===== src/rtl/data_demod_if.sv =====
// -----------------------------------------------------------------------------
// data_demod_if
//   Bundles the symbol input, the byte read handshake and the status flags of
//   data_demod.
//   master : drives dmod / mod_en / rd_en, observes data_o and the flags
//   slave  : the demodulator side
// -----------------------------------------------------------------------------
interface data_demod_if;
    logic [4:0] dmod;      // modulated symbol, MSB first
    logic       mod_en;    // dmod valid this cycle
    logic       rd_en;     // pop the head byte
    logic [7:0] data_o;    // head byte (show-ahead)
    logic       empty;     // FIFO holds no bytes
    logic       full;      // FIFO holds DEPTH bytes
    logic       overflow;  // sticky byte-dropped flag
    logic       busy;      // FSM not idle

    modport master (
        output dmod, mod_en, rd_en,
        input  data_o, empty, full, overflow, busy
    );

    modport slave (
        input  dmod, mod_en, rd_en,
        output data_o, empty, full, overflow, busy
    );
endinterface


===== src/rtl/data_demod.sv =====
// -----------------------------------------------------------------------------
// data_demod
//   Repacks a 5-bit symbol stream MSB-first into bytes and buffers them in a
//   show-ahead FIFO. A run of IDLE_TO cycles without mod_en closes a burst;
//   the residual bits (fewer than 8) are then either discarded or, with the
//   macro DATA_DEMOD_PAD_EN defined, pushed as one zero-padded byte with the
//   residual bits MSB-aligned.
//
// Parameters
//   DEPTH   : FIFO depth in bytes, power of two, 4..64
//   IDLE_TO : idle cycles in RECV that end a burst, 1..255
//
// Ports
//   clk     : system clock, rising edge
//   reset_n : asynchronous active-low reset
//   bus     : data_demod_if.slave (dmod, mod_en, rd_en, data_o, empty, full,
//             overflow, busy)
// -----------------------------------------------------------------------------
module data_demod #(
    parameter int DEPTH   = 16,
    parameter int IDLE_TO = 4
) (
    input  logic         clk,
    input  logic         reset_n,
    data_demod_if.slave  bus
);

    localparam int             AW        = $clog2(DEPTH);
    localparam logic [AW:0]    DEPTH_W   = (AW+1)'(DEPTH);
    localparam logic [7:0]     IDLE_TO_W = 8'(IDLE_TO);

    typedef enum logic [1:0] {IDLE, RECV, FLUSH} state_t;

    state_t      state_q, state_d;
    logic [11:0] acc_q, acc_d;     // only the low cnt_q bits are ever non-zero
    logic [3:0]  cnt_q, cnt_d;
    logic [7:0]  to_q, to_d;

    // ---------------- symbol accumulation (one symbol, at most one byte)
    logic [16:0] sym_word;
    logic [16:0] sym_mask;
    logic [4:0]  sym_cnt;
    logic [4:0]  sym_shift;
    logic        sym_push;
    logic [7:0]  sym_byte;
    logic [11:0] sym_acc;
    logic [3:0]  sym_cnt_next;
    logic [7:0]  pad_byte;

    // NOTE: every always_comb output gets a default before any branch, so no
    // path can leave a signal unassigned and infer a latch.
    always_comb begin
        sym_word     = {acc_q, bus.dmod};
        sym_cnt      = 5'(cnt_q) + 5'd5;
        sym_push     = (sym_cnt >= 5'd8);
        sym_shift    = sym_push ? (sym_cnt - 5'd8) : 5'd0;
        sym_mask     = (17'd1 << sym_shift) - 17'd1;
        sym_byte     = 8'(sym_word >> sym_shift);
        sym_acc      = sym_push ? 12'(sym_word & sym_mask) : 12'(sym_word);
        sym_cnt_next = sym_push ? 4'(sym_shift) : 4'(sym_cnt);
        // residual shifted up so its MSB lands on bit 7
        pad_byte     = 8'(acc_q << (4'd8 - cnt_q));
    end

    // ---------------- FSM next state / accumulator update
    logic       push_req;
    logic [7:0] push_byte;

    always_comb begin
        state_d   = state_q;
        acc_d     = acc_q;
        cnt_d     = cnt_q;
        to_d      = to_q;
        push_req  = 1'b0;
        push_byte = 8'h00;

        case (state_q)
            IDLE: begin
                if (bus.mod_en) begin
                    state_d   = RECV;
                    to_d      = 8'd0;
                    acc_d     = sym_acc;
                    cnt_d     = sym_cnt_next;
                    push_req  = sym_push;
                    push_byte = sym_byte;
                end
            end
            RECV: begin
                if (bus.mod_en) begin
                    to_d      = 8'd0;
                    acc_d     = sym_acc;
                    cnt_d     = sym_cnt_next;
                    push_req  = sym_push;
                    push_byte = sym_byte;
                end else if (to_q + 8'd1 == IDLE_TO_W) begin
                    state_d = FLUSH;
                    to_d    = 8'd0;
                end else begin
                    to_d = to_q + 8'd1;
                end
            end
            FLUSH: begin
`ifdef DATA_DEMOD_PAD_EN
                if (cnt_q != 4'd0) begin
                    push_req  = 1'b1;
                    push_byte = pad_byte;
                end
`endif
                to_d = 8'd0;
                // a symbol here starts a fresh accumulation; 5 bits cannot
                // complete a byte, so it never competes with the pad push
                if (bus.mod_en) begin
                    acc_d   = {7'd0, bus.dmod};
                    cnt_d   = 4'd5;
                    state_d = RECV;
                end else begin
                    acc_d   = 12'd0;
                    cnt_d   = 4'd0;
                    state_d = IDLE;
                end
            end
            default: state_d = IDLE;
        endcase
    end

    // ---------------- FIFO control
    logic [7:0]    mem [DEPTH];
    logic [AW-1:0] wr_ptr, rd_ptr;
    logic [AW:0]   count;
    logic          empty_w, full_w, overflow_q;
    logic          do_push, do_pop;

    assign empty_w = (count == '0);
    assign full_w  = (count == DEPTH_W);
    assign do_pop  = bus.rd_en & ~empty_w;
    // a pop in the same cycle frees the slot, so a push into a full FIFO is legal
    assign do_push = push_req & (~full_w | do_pop);

    // NOTE: non-blocking assignments for all state so every register samples
    // the pre-edge values, independent of statement order.
    always_ff @(posedge clk or negedge reset_n) begin
        if (!reset_n) begin
            state_q    <= IDLE;
            acc_q      <= 12'd0;
            cnt_q      <= 4'd0;
            to_q       <= 8'd0;
            wr_ptr     <= '0;
            rd_ptr     <= '0;
            count      <= '0;
            overflow_q <= 1'b0;
        end else begin
            state_q <= state_d;
            acc_q   <= acc_d;
            cnt_q   <= cnt_d;
            to_q    <= to_d;
            if (do_push) wr_ptr <= wr_ptr + 1'b1;
            if (do_pop)  rd_ptr <= rd_ptr + 1'b1;
            case ({do_push, do_pop})
                2'b10:   count <= count + 1'b1;
                2'b01:   count <= count - 1'b1;
                default: count <= count;
            endcase
            if (push_req && !do_push) overflow_q <= 1'b1;
        end
    end

    // NOTE: the storage array has no reset; stale entries are unreachable
    // because data_o is forced to zero while empty and pointers are reset.
    always_ff @(posedge clk) begin
        if (do_push) mem[wr_ptr] <= push_byte;
    end

    assign bus.data_o   = empty_w ? 8'h00 : mem[rd_ptr];
    assign bus.empty    = empty_w;
    assign bus.full     = full_w;
    assign bus.overflow = overflow_q;
    assign bus.busy     = (state_q != IDLE);

endmodule

===== src/flat_wrapper.sv =====
// flat-port wrapper written by rule: the top's interface ports become plain ports
module data_demod_flat 
#(
    parameter int DEPTH   = 16,
    parameter int IDLE_TO = 4
)
  (clk, reset_n, bus_dmod, bus_mod_en, bus_rd_en, bus_data_o, bus_empty, bus_full, bus_overflow, bus_busy);
  data_demod_if bus_i ();
  input  logic clk;
  input  logic reset_n;
  input wire logic [$bits(bus_i.dmod)-1:0] bus_dmod;
  input wire logic [$bits(bus_i.mod_en)-1:0] bus_mod_en;
  input wire logic [$bits(bus_i.rd_en)-1:0] bus_rd_en;
  output wire logic [$bits(bus_i.data_o)-1:0] bus_data_o;
  output wire logic [$bits(bus_i.empty)-1:0] bus_empty;
  output wire logic [$bits(bus_i.full)-1:0] bus_full;
  output wire logic [$bits(bus_i.overflow)-1:0] bus_overflow;
  output wire logic [$bits(bus_i.busy)-1:0] bus_busy;
  assign bus_i.dmod = bus_dmod;
  assign bus_i.mod_en = bus_mod_en;
  assign bus_i.rd_en = bus_rd_en;
  assign bus_data_o = bus_i.data_o;
  assign bus_empty = bus_i.empty;
  assign bus_full = bus_i.full;
  assign bus_overflow = bus_i.overflow;
  assign bus_busy = bus_i.busy;
  data_demod #(.DEPTH(DEPTH), .IDLE_TO(IDLE_TO)) u_core (.clk(clk), .reset_n(reset_n), .bus(bus_i));
endmodule

===== config.mk =====
export PLATFORM = sky130hd
export DESIGN_NAME = data_demod_flat
export DESIGN_NICKNAME = d
export VERILOG_FILES = /design/src/rtl/data_demod_if.sv /design/src/rtl/data_demod.sv /design/src/flat_wrapper.sv
export SDC_FILE = /design/constraint.sdc
export NUM_CORES = 1
export LEC_CHECK = 0
export ABC_AREA = 1
export BUFFER_PORTS_ARGS = -buffer_cell sky130_fd_sc_hd__buf_2
export CAP_MARGIN = 20
export CORE_UTILIZATION = 45
export DETAILED_ROUTE_END_ITERATION = 8
export GPL_ROUTABILITY_DRIVEN = 0
export PLACE_DENSITY = 0.66
export SYNTH_ARGS = -nofsm -noshare
export SYNTH_HDL_FRONTEND = slang
export SYNTH_SLANG_ARGS = --single-unit

===== constraint.sdc =====
create_clock -name clk -period 5.1 [get_ports clk]
set_input_delay 1.02 -clock clk [delete_from_list [all_inputs] [get_ports clk]]
set_output_delay 1.02 -clock clk [all_outputs]
set_load 0.005 [all_outputs]

; ---- Yosys cells after proc, flatten, opt, wreduce, memory -nomap -nowiden
; Memory sizes are Yosys's and may differ from the RTL's.
; Cells that the tools add are included.
[op_classes]
reduce_logical = 12
bitwise = 6
n_mux = 26
eq_ne = 10
n_addsub = 8
magnitude_cmp = 1
shifts = 2
[ops]
columns = op, count
row1 = $mux W8, 6
row2 = $mux W12, 2
row3 = $pmux W12 S2, 1
row4 = $pmux W8 S3, 1
row5 = $shr A17 B5 Y8, 1
row6 = $and A12 B12 Y12, 1
row7 = $shl A1 B5 Y12 const A, 1
row8 = $sub A12 B1 Y12 const B, 1
row9 = $mux W5, 2
row10 = $pmux W5 S2, 1
row11 = $add A4 B1 Y4 const B, 2
row12 = $add A8 B1 Y8 const B, 1
row13 = $eq A8 B3 Y1 const B, 1
row14 = $mux W4, 2
row15 = $pmux W4 S2, 1
row16 = $mux W2, 3
row17 = $pmux W2 S3, 1
row18 = $reduce_bool A2 Y1, 3
row19 = $add A4 B3 Y5 const B, 1
row20 = $add A5 B1 Y5 const B, 1
row21 = $eq A5 B5 Y1 const B, 1
row22 = $ge A5 B4 Y1 const B, 1
row23 = $logic_not A5 Y1, 1
row24 = $mux W1, 5
row25 = other kinds (17), 24
[totals]
regBits = 40
n_memories = 1
output_inout_bits = 12
ramBits = 128
inputBits = 9
[mem_list]
columns = memory, words, width, read_ports, rd_ports_with_merged_regs, write_ports, line_no
row1 = u_core.mem, 16, 8, 1, 0, 1, data_demod.sv:127  ; logic [7:0] mem [DEPTH];

; ---- Longest topological paths before layout
; Gate-level depths: netlist of run 1.
[logic_depth]
word_depth = 9
ltp_mapped = 23
depth_no_buf = 20

; ---- Least setup slack after synthesis of run 1
; Ideal clock, no wire load.
[synth_timing]
kind = reg2reg
start = register u_core.cnt_q[0]
end = memory u_core.mem[0][5] (data pin)
path_slack_ns = 1.622
path_buffers = 3
arrival_ns = 3.143
period_less_slack_ns = 3.478
path_stages_with_launch = 17
cell_sequence = dfrtp_1 > ha_1 > inv_1 > nand2_1 > nand2_1 > ha_1 > o21ai_4 > buf_6 > clkbuf_1 > ha_1 > clkbuf_1 > inv_1 > nand2_1 > inv_1 > nand2_1 > o21ai_1 > nor3b_1
[synth_via]
elab_chain_cells = 6
elab_cells_between_ends = 7
[synth_lines]
columns = item, line_no
row1 = "start, declared", data_demod.sv:36  ; logic [3:0] cnt_q, cnt_d;
row2 = "start signal, assigned", data_demod.sv:154  ; cnt_q <= cnt_d;
row3 = $add A4 B3 Y5 *, data_demod.sv:54  ; sym_cnt = 5'(cnt_q) + 5'd5;
row4 = $sub A5 B4 Y5 or $ge A5 B4 Y1 (tied branches), "data_demod.sv:56, data_demod.sv:55"
row5 = $mux W5 *, data_demod.sv:56  ; sym_shift = sym_push ? (sym_cnt - 5'd8) : 5'd0;
row6 = $shr A17 B5 Y8 *, data_demod.sv:58  ; sym_byte = 8'(sym_word >> sym_shift);
row7 = $mux W8 *, "data_demod.sv:79, data_demod.sv:89"
row8 = $mux W8 *, n/a
row9 = via u_core.push_byte[5], data_demod.sv:67  ; logic [7:0] push_byte;
row10 = "end, declared", data_demod.sv:127
; Mark *: on every way through the listed nets, which the timed path passes. The rest lies on a longest branch.

; ---- Worst setup path in the final report of run 1
[layout_timing]
start = register u_core.rd_ptr[2]
end = output port bus_data_o[0]
[layout_via]
elab_chain_cells = 2
[layout_lines]
columns = item, line_no
row1 = "start, declared", data_demod.sv:128  ; logic [AW-1:0] wr_ptr, rd_ptr;
row2 = "start signal, assigned", data_demod.sv:157  ; if (do_pop) rd_ptr <= rd_ptr + 1'b1;
row3 = $mem_v2 Z16 W8, n/a
row4 = $mux W8, data_demod.sv:173  ; assign bus.data_o = empty_w ? 8'h00 : mem[rd_ptr];
row5 = "end, declared", flat_wrapper.sv:14  ; output wire logic [$bits(bus_i.data_o)-1:0] bus_data_o;
; Every way passes these cells.

==> results of run 1 <==
[stage by stage]
step	instance area (sq um)	util	worst slack (ns)
floorplan	8155	-	1.622
global placement	8417	0.4816	1.354
detailed placement	8417	0.4816	1.345
CTS	9020	0.5161	1.090
global route	9080	0.5195	0.9991
finish	9080	0.5195	1.184
[registers in the layout (all words and copies together) (netlist names)]
signal / count
u_core.bus.overflow: 1
u_core.rd_ptr: 4
u_core.wr_ptr: 4
u_core.count: 5
u_core.state_q: 2
u_core.acc_q: 12
u_core.to_q: 8
u_core.mem: 128
u_core.cnt_q: 4
[cell families after synthesis]
| logic type | count (synthesis) |
|---|---|
| xor gates and xnor gates | 15 |
| muxes | 1 |
| AOI/OAI and AO/OA | 190 |
| DFF | 168 |
| adders and majority gates | 15 |
| buffers and inverters | 101 |
| and+or+nand+nor | 336 |
[critical path, delay by kind of cell, from the launching register on]
family	cells	cell delay, ns
buf+inv	2	0.95
flops	1	0.85
compound gates	2	0.55
simple gates	1	0.11
[final timing paths]
check                                     from                  end  slack, ns
min in group asynchronous              reset_n      u_core.acc_q[7]       0.73
hold / removal             u_core.bus.overflow  u_core.bus.overflow       0.48
setup / recovery              u_core.rd_ptr[2]        bus_data_o[0]       1.18
max in group asynchronous              reset_n     u_core.rd_ptr[0]       3.69
hold reg to reg            u_core.bus.overflow  u_core.bus.overflow       0.48
setup reg to reg               u_core.cnt_q[0]    u_core.mem[15][1]       1.47
[layer usage]
| layer | GRT usage | vias to the layer above |
|---|---|---|
| met5 | 0 | - |
| met4 | 0.08951 | 0 |
| met3 | 0.03259 | 36 |
| met2 | 0.3522 | 197 |
| met1 | 0.2956 | 2913 |
| li1 | - | 2916 |
[synthesized netlist by cell type (2+ instances only)]
| cell type | instances | area share |
|---|---|---|
| a211oi_1 | 2 | 0.0018 |
| a21oi_1 | 22 | 0.014 |
| buf_2 | 5 | 0.0031 |
| buf_4 | 2 | 0.0018 |
| buf_6 | 3 | 0.0041 |
| clkbuf_1 | 25 | 0.012 |
| clkinv_1 | 2 | 0.00092 |
| dfrtp_1 | 40 | 0.12 |
| edfxtp_1 | 128 | 0.47 |
| ha_1 | 14 | 0.021 |
| inv_1 | 58 | 0.027 |
| inv_2 | 4 | 0.0018 |
| nand2_1 | 132 | 0.061 |
| nand2_2 | 5 | 0.0038 |
| nand3_1 | 41 | 0.025 |
| nand3_2 | 3 | 0.0037 |
| nand4_1 | 7 | 0.0054 |
| nor2_1 | 132 | 0.061 |
| nor2_2 | 3 | 0.0023 |
| nor3_1 | 4 | 0.0025 |
| o211ai_1 | 10 | 0.0092 |
| o21ai_0 | 99 | 0.061 |
| o21ai_1 | 10 | 0.0061 |
| o21bai_1 | 2 | 0.0018 |
| o221ai_1 | 27 | 0.029 |
| o22ai_1 | 12 | 0.0092 |
| xor2_1 | 14 | 0.015 |
[final cells by class]
type                       instances  area, sq um
inverter                          65        245.2
tap                              225        281.5
fill                            1557         8397
clock buffer                      18        429.2
clock inverter                    12        173.9
timing repair buffer              31        205.2
multi-input combinational        557         2899
sequential                       168         4846
==> impl_results.md, run 1 <==
* DR WL met3 at 1013 um
* Via Count at 6062
* Row count at 48
* CTS tree: built
* Top Ports at 21
* Critical-path top delay cell: dfrtp_1
* Vias in the first global route at a little under 6000
* Worst Tran Pin Value at about 1.0 ns
* Post-synthesis xor/xnor area fraction at 0.01611
* Synth async-reset ratio at 0.2381
* Top routing layer in use: met4
* Largest family of logic cells by synthesized area: simple AND/OR/NAND/NOR gates
* Final setup fails at 0
* Antenna-violating nets left at 0
* Area grow syn2layout at 11.34%
* Htree depth at 4
* Hold Path Depth at 1
* Register area share after synthesis at 0.5940
* Hold WS at around 0.48 ns
* Post-Syn Area per Cell at around 10 sq um
* ANT cells at 0
* Routed length per instance at 17.45 um
* Clock root cell: clkbuf_16
* Total CTS buffers at 17
* Status: finished, final reports clean
* Initial Util at 0.4666
* RSZ-0062 raised after global routing: false
* Clock latency on the worst-skew pair at 0.43 ns
* Final Max Slew Viols at 0
* Worst Path Required at 4.08 ns
* Setup TNS Final at 0 ns
* Fmax at 255.3 MHz
* Gate count of the mapped netlist at 826
* CP peak stage delay at 0.85 ns
* Synth warnings at 0
* Finished Layout Cells at 1076
* Final Hold Viols at 0
* Layout cell share with drive strength beyond 1 at 0.09988
* Post-synth EDFFs at 128
* R2R cell count at 11
* Fin crit period at 3.916 ns
* Placed cell count at 1041
* Die Wd at 136.6 um
* Maximum clock insertion buffer count at 2
* Hold_buf cts at 0
* Startpoint types: register
* Vias/cell at 5.634
* HPWL Detailed at 12070 um
* Ys flop type: edfxtp_1
* Die area at roughly 19000 sq um
* Syn Std Cell Area at 8155 sq um
* Layout net count at 864
* Synth cell types at 47
* Critical Path, Cell by Cell: clkinv_1 -> o221ai_1 -> nand3_1 -> a21oi_1 -> buf_2
* Largest net degree at the start of global routing at 67
* Iter 0 DRT Violations at about 610
* Core area at 17480 sq um
* Synth Area in Compound Gates at 0.1385
* #FFs+latches synth at 168
* Worst-path clk slew at about 0.060 ns
* Mux share of post-synthesis cell area at 0.001227
* Max_cap viols at 0
* Post-Synth Simple-Gate Area at 0.1751
* CP Class: reg2out
* DRC Markers at 0
* Congestion Overflow GR at 0
* Post-synthesis adder-cell area fraction at 0.02393
* Commonest cells after routing, fill and taps aside: nand2_1 (132), nor2_1 (132), edfxtp_1 (128)
* Critical-path maximum fanout at 18
* Drt first pass iters at 5
* Met2 Routed Length at 8871 um
* Sink Count at about 170
* DRT Wirelength at 18780 um
* Critical Path AT at between 2 and 3 ns
* Skew final at 0.01072 ns
* Worst Hold Class: reg2reg
* Max_slew headroom at 0.3272
* Post-CTS setup buffers at 0
* M1 wire length at roughly 8500 um
* Synth Net Count at 850
* Critical Path End Type: output pin
* IO buf count at 20
* Period utilization at 0.7679
* Initial antenna violation count at 0
* All-Layer GR Usage at 0.2184
* First-pass GRT wire length at 30590 um
* Die height at between 100 and 150 um
* CTS-repair resized insts at 0
Power of run 1 is left out: the tool's default activity adds up to more than one toggle a clock period on the data nets, which glitch-free logic cannot reach.
==> run 2, diff against run 1 <==
Clock period 5.1 ns to 3.7 ns, I/O delays scaled along.
==> impl_results.md, run 2 (synthesis gave the netlist of run 1 again) <==
* IO buf count at 20
* Area of the multi-input gates at between 2000 and 3000 sq um
* Worst Tran Pin Value at around 0.91 ns
* CP Class: reg2out
* Final setup fails at 0
* Max FFs per register at 128
* Critical Path AT at 2.53 ns
* Largest net degree at the start of global routing at 41
* Final Max Slew Viols at 0
* Reg area at between 4000 and 5000 sq um
* Fin crit period at 3.273 ns
* Clock latency on the worst-skew pair at between 0.4 and 0.5 ns
* Critical Path End Type: output pin
* Layout cell share with drive strength beyond 1 at 0.1305
* Worst Hold Class: in2async
* Finished Layout Cells at 1106
* Layout filler cell count at 1569
* Skew final at between 0.01 and 0.015 ns
* Hold_buf cts at 0
* First-pass GRT wire length at 31090 um
* Setup TNS Final at 0 ns
* Sink Count at approximately 170
* Vias in the first global route at 5921
* Row count at 48
* Worst Path Required at ~3 ns
* Via Count at 6148
* Htree depth at 4
* Die area at between 15000 and 20000 sq um
* Post-CTS setup buffers at 0
* Routed length per instance at 17.46 um
* Final Hold Viols at 0
* Core area at 17480 sq um
* Placed cell count at ~1100
* Top reg by flops: u_core.mem
* CTS tree: built
* Layout net count at 893
* All-Layer GR Usage at 0.2234
* Max_cap viols at 0
* Die Wd at 136.6 um
* Vias/cell at ~5.6
* Initial antenna violation count at 0
* RSZ-0062 raised after global routing: false
* Clock root cell: clkbuf_16
* Initial Util at 0.4666
* Fmax at roughly 310 MHz
* Total CTS buffers at 17
* HPWL Detailed at 12760 um
* Area grow syn2layout at 13.55%
* ANT cells at 0
* Largest regs: u_core.mem: 128 flops, u_core.acc_q: 12 flops, u_core.to_q: 8 flops
* DRT Wirelength at 19310 um
* Commonest cells after routing, fill and taps aside: nand2_1 (132), nor2_1 (132), edfxtp_1 (128)
* Period utilization at 0.8846
* Die height at 136.6 um
* Iter 0 DRT Violations at 540
* DRC Markers at 0
* Critical-path maximum fanout at 33
* Congestion Overflow GR at 0
* Top Ports at 21
* Status: finished, final reports clean
* CTS-repair resized insts at 0
* Drt first pass iters at 5
* Worst-path clk slew at 0.07 ns
* Maximum clock insertion buffer count at 2
* Max_slew headroom at 0.3916
* Startpoint types: register
* Antenna-violating nets left at 0
[run 2: cell types whose count changed in the layout (fill, tap and decap cells not counted)]
cell       delta
buf_4        +31
buf_6         -1
bufinv_16     -2
clkbuf_1      +1
clkbuf_8      -1
clkinv_1      -1
clkinv_2      -1
clkinv_4      +3
inv_8         +1
[run 2: per-stage QoR]
step | utilization | hold WS (ns) | cell area [sq um] | setup WS, ns
after global routing | 0.5299 | 0.2090 | 9260 | 0.1369
after global placement | 0.4949 | 0.4857 | 8650 | 0.3324
after detailed placement | 0.4949 | 0.4551 | 8650 | 0.2855
after floorplan | - | 0.4444 | 8155 | 0.2215
final | 0.5299 | 0.1912 | 9260 | 0.4270
after CTS | 0.5278 | 0.4716 | 9225 | 0.2352
[run 2: worst max-delay path, cell delays in order, from the launching register on]
cell	delay, ns
dfrtp_2	0.60
inv_2	0.25
buf_4	0.36
o21ai_0	0.16
o221ai_1	0.21
nand3_1	0.12
a21oi_1	0.24
buf_2	0.16
[run 2: cell type report]
| type | count | share of cell area |
|---|---|---|
| sequential | 168 | 0.5233 |
| multi-input combinational | 557 | 0.3131 |
| clock buffer | 19 | 0.04675 |
| timing repair buffer | 60 | 0.04459 |
| tap | 225 | 0.03040 |
| inverter | 65 | 0.02648 |
| clock inverter | 12 | 0.01540 |
[run 2: path summary, 6_finish.rpt]
path | from | end | slack (ns) | cells past startpoint
setup reg to reg | u_core.cnt_q[0] | u_core.mem[9][1] | 0.47 | 14
max in group asynchronous | reset_n | u_core.acc_q[7] | 3.03 | 2
hold / removal | reset_n | u_core.acc_q[2] | 0.19 | 1
min in group clk | u_core.bus.overflow | u_core.bus.overflow | 0.47 | 1
hold reg to reg | u_core.bus.overflow | u_core.bus.overflow | 0.47 | 1
setup / recovery | u_core.rd_ptr[0] | bus_data_o[0] | 0.43 | 7
[run 2: metal layers]
metal / vias to the layer above / GRT usage / wire (um)
met1: 2946 / 0.2969 / 8646
met5: - / 0 / 0
met4: 0 / 0.06728 / 336
met2: 192 / 0.3723 / 9385
met3: 25 / 0.04037 / 943
li1: 2985 / - / -
Power of run 2 is left out for the same reason.
==> run 3, diff against run 2 <==
Settings changed: ABC_AREA 1 to not set, CORE_UTILIZATION 45 to 63, PLACE_DENSITY 0.66 to 0.85.
==> impl_results.md, run 3 <==
* CTS tree: built
* Startpoint types: register
* Top-count cell post-synth: edfxtp_1
* Core area at 12720 sq um
* DRT Wirelength at 19590 um
* Area grow syn2layout at 12.53%
* Maximum clock insertion buffer count at 2
* Gate count of the mapped netlist at a little under 600
* Fmax at 287.8 MHz
* Status: finished, final reports clean
* Critical-path maximum fanout at 20
* Routed length per instance at 24.12 um
* Htree depth at 4
* Top reg by flops: u_core.mem
* Max FFs per register at 128
* Post-CTS setup buffers at 0
* Critical Path AT at 2.73 ns
* CTS-repair resized insts at 0
* First-pass GRT wire length at 30670 um
* Sink Count at 168
* Layout cell share with drive strength beyond 1 at 0.2359
* Initial antenna violation count at 1
* Layout net count at 651
* Largest net degree at the start of global routing at 41
* Synth warnings at 0
* HPWL Detailed at 13360 um
* Ys flop type: edfxtp_1
* Drt first pass iters at 6
* Most common cell after layout, fill and taps aside: edfxtp_1
* Register area share after synthesis at 0.5845
* Clock latency on the worst-skew pair at 0.43 ns
* Final setup fails at 0
* DRC Markers at 0
* Clock root cell: clkbuf_16
* Die area at 13620 sq um
* Synth cell count leaders: edfxtp_1 (128), nand2_1 (47), mux4_2 (41), dfrtp_1 (40), nor2_1 (22)
* Post-synth EDFFs at 128
* All-Layer GR Usage at 0.3174
* Final Max Slew Viols at 0
* Row count at between 40 and 50
* Fin crit period at roughly 3.5 ns
* Worst-path clk slew at 0.06 ns
* CP Class: reg2out
* #FFs+latches synth at about 170
* Worst Hold Class: in2async
* Die Wd at 116.7 um
* Max_cap viols at 0
* Top cell type's share of synthesized area at 0.4637
* Synth Net Count at 617
* Skew final at 0.006122 ns
* Antenna-violating nets left at 0
* RSZ-0062 raised after global routing: false
* Synth cell types at 74
* Commonest cells after routing, fill and taps aside: edfxtp_1 (128), nand2_1 (47), mux4_2 (41)
* Final Hold Viols at 0
* Area of the multi-input gates at 3224 sq um
* Via Count at 5562
* Vias/cell at 6.850
* Area leader, netlist: edfxtp_1
* Top Ports at 21
* Vias in the first global route at 5488
* Die height at 116.7 um
* Largest cells by area after synthesis: edfxtp_1 (46%), dfrtp_1 (12%), mux4_2 (11%)
* Reg area at 4848 sq um
* Setup TNS Final at 0 ns
* Max_slew headroom at 0.4133
* Worst Tran Pin Value at 0.8768 ns
* IO buf count at 20
* Layout filler cell count at 812
* Period utilization at 0.9390
* Initial Util at 0.6516
* Hold_buf cts at 0
* Post-Syn Area per Cell at around 14 sq um
* ANT cells at 0
* Synth async-reset ratio at 0.2381
* Syn Std Cell Area at 8289 sq um
* Worst Path Required at 2.96 ns
* Largest regs: u_core.mem: 128 flops, u_core.acc_q: 12 flops, u_core.to_q: 8 flops
* Congestion Overflow GR at 0
* Total CTS buffers at 17
* Iter 0 DRT Violations at 738
* Critical Path End Type: output pin
==> run 3: final timing paths <==
check                                  from                 to  slack, ns  depth (start not counted)
hold / removal                      reset_n    u_core.acc_q[8]       0.11                          1
min in group clk            u_core.count[4]    u_core.count[4]       0.49                          1
max in group asynchronous           reset_n   u_core.rd_ptr[0]       3.15                          2
setup reg to reg            u_core.cnt_q[1]  u_core.mem[10][0]       0.30                         11
setup / recovery           u_core.rd_ptr[0]      bus_data_o[6]       0.23                          5
hold reg to reg             u_core.count[4]    u_core.count[4]       0.49                          1
==> run 3: critical path, stage by stage (launching register included) <==
cell,delay [ns]
dfrtp_4,0.64
buf_12,0.26
mux4_2,0.57
mux4_2,0.53
nor2b_1,0.16
buf_2,0.13
==> run 3: cell type report <==
| class | count | share of cell area |
|---|---|---|
| repair buffers | 53 | 0.04131 |
| multi-input cells | 372 | 0.3457 |
| inverters | 15 | 0.006036 |
| well taps | 172 | 0.02307 |
| flip-flops and latches | 168 | 0.5198 |
| clock inverters | 15 | 0.01851 |
| clock buffers | 17 | 0.04561 |
==> run 3: cells by family (layout without fill, tap and decap cells) <==
family          count (synthesis)  count (layout)  share of synthesized area
simple gates                  172             172                     0.1126
xor+xnor                       16              16                    0.01691
mux                            67              67                     0.1435
buf+inv                        53             100                    0.02883
compound gates                102             102                    0.09012
flops                         168             168                     0.5845
fa+ha+maj                      15              15                    0.02355
==> run 3: layer usage <==
metal  up-vias  track usage  share of wire
met5         -            0        0.00061
met4         2       0.1586          0.045
met3        91      0.07732          0.084
met2       379       0.5164           0.50
met1      2705       0.4013           0.37
li1       2385            -              -
==> run 3: metrics by stage <==
step / instances / util / worst slack (ns) / area, sq um / hold WS, ns
after floorplan: 593 / - / 0.002213 / 8302 / 0.4444
after global placement: 779 / 0.6838 / 0.3781 / 8700 / 0.4702
after detailed placement: 779 / 0.6838 / 0.1217 / 8700 / 0.4804
after CTS: 811 / 0.7308 / 0.07353 / 9298 / 0.4935
after global routing: 812 / 0.7332 / 0.1026 / 9328 / 0.09839
final: 812 / 0.7332 / 0.2258 / 9328 / 0.1081
Power of run 3 is left out for the same reason.
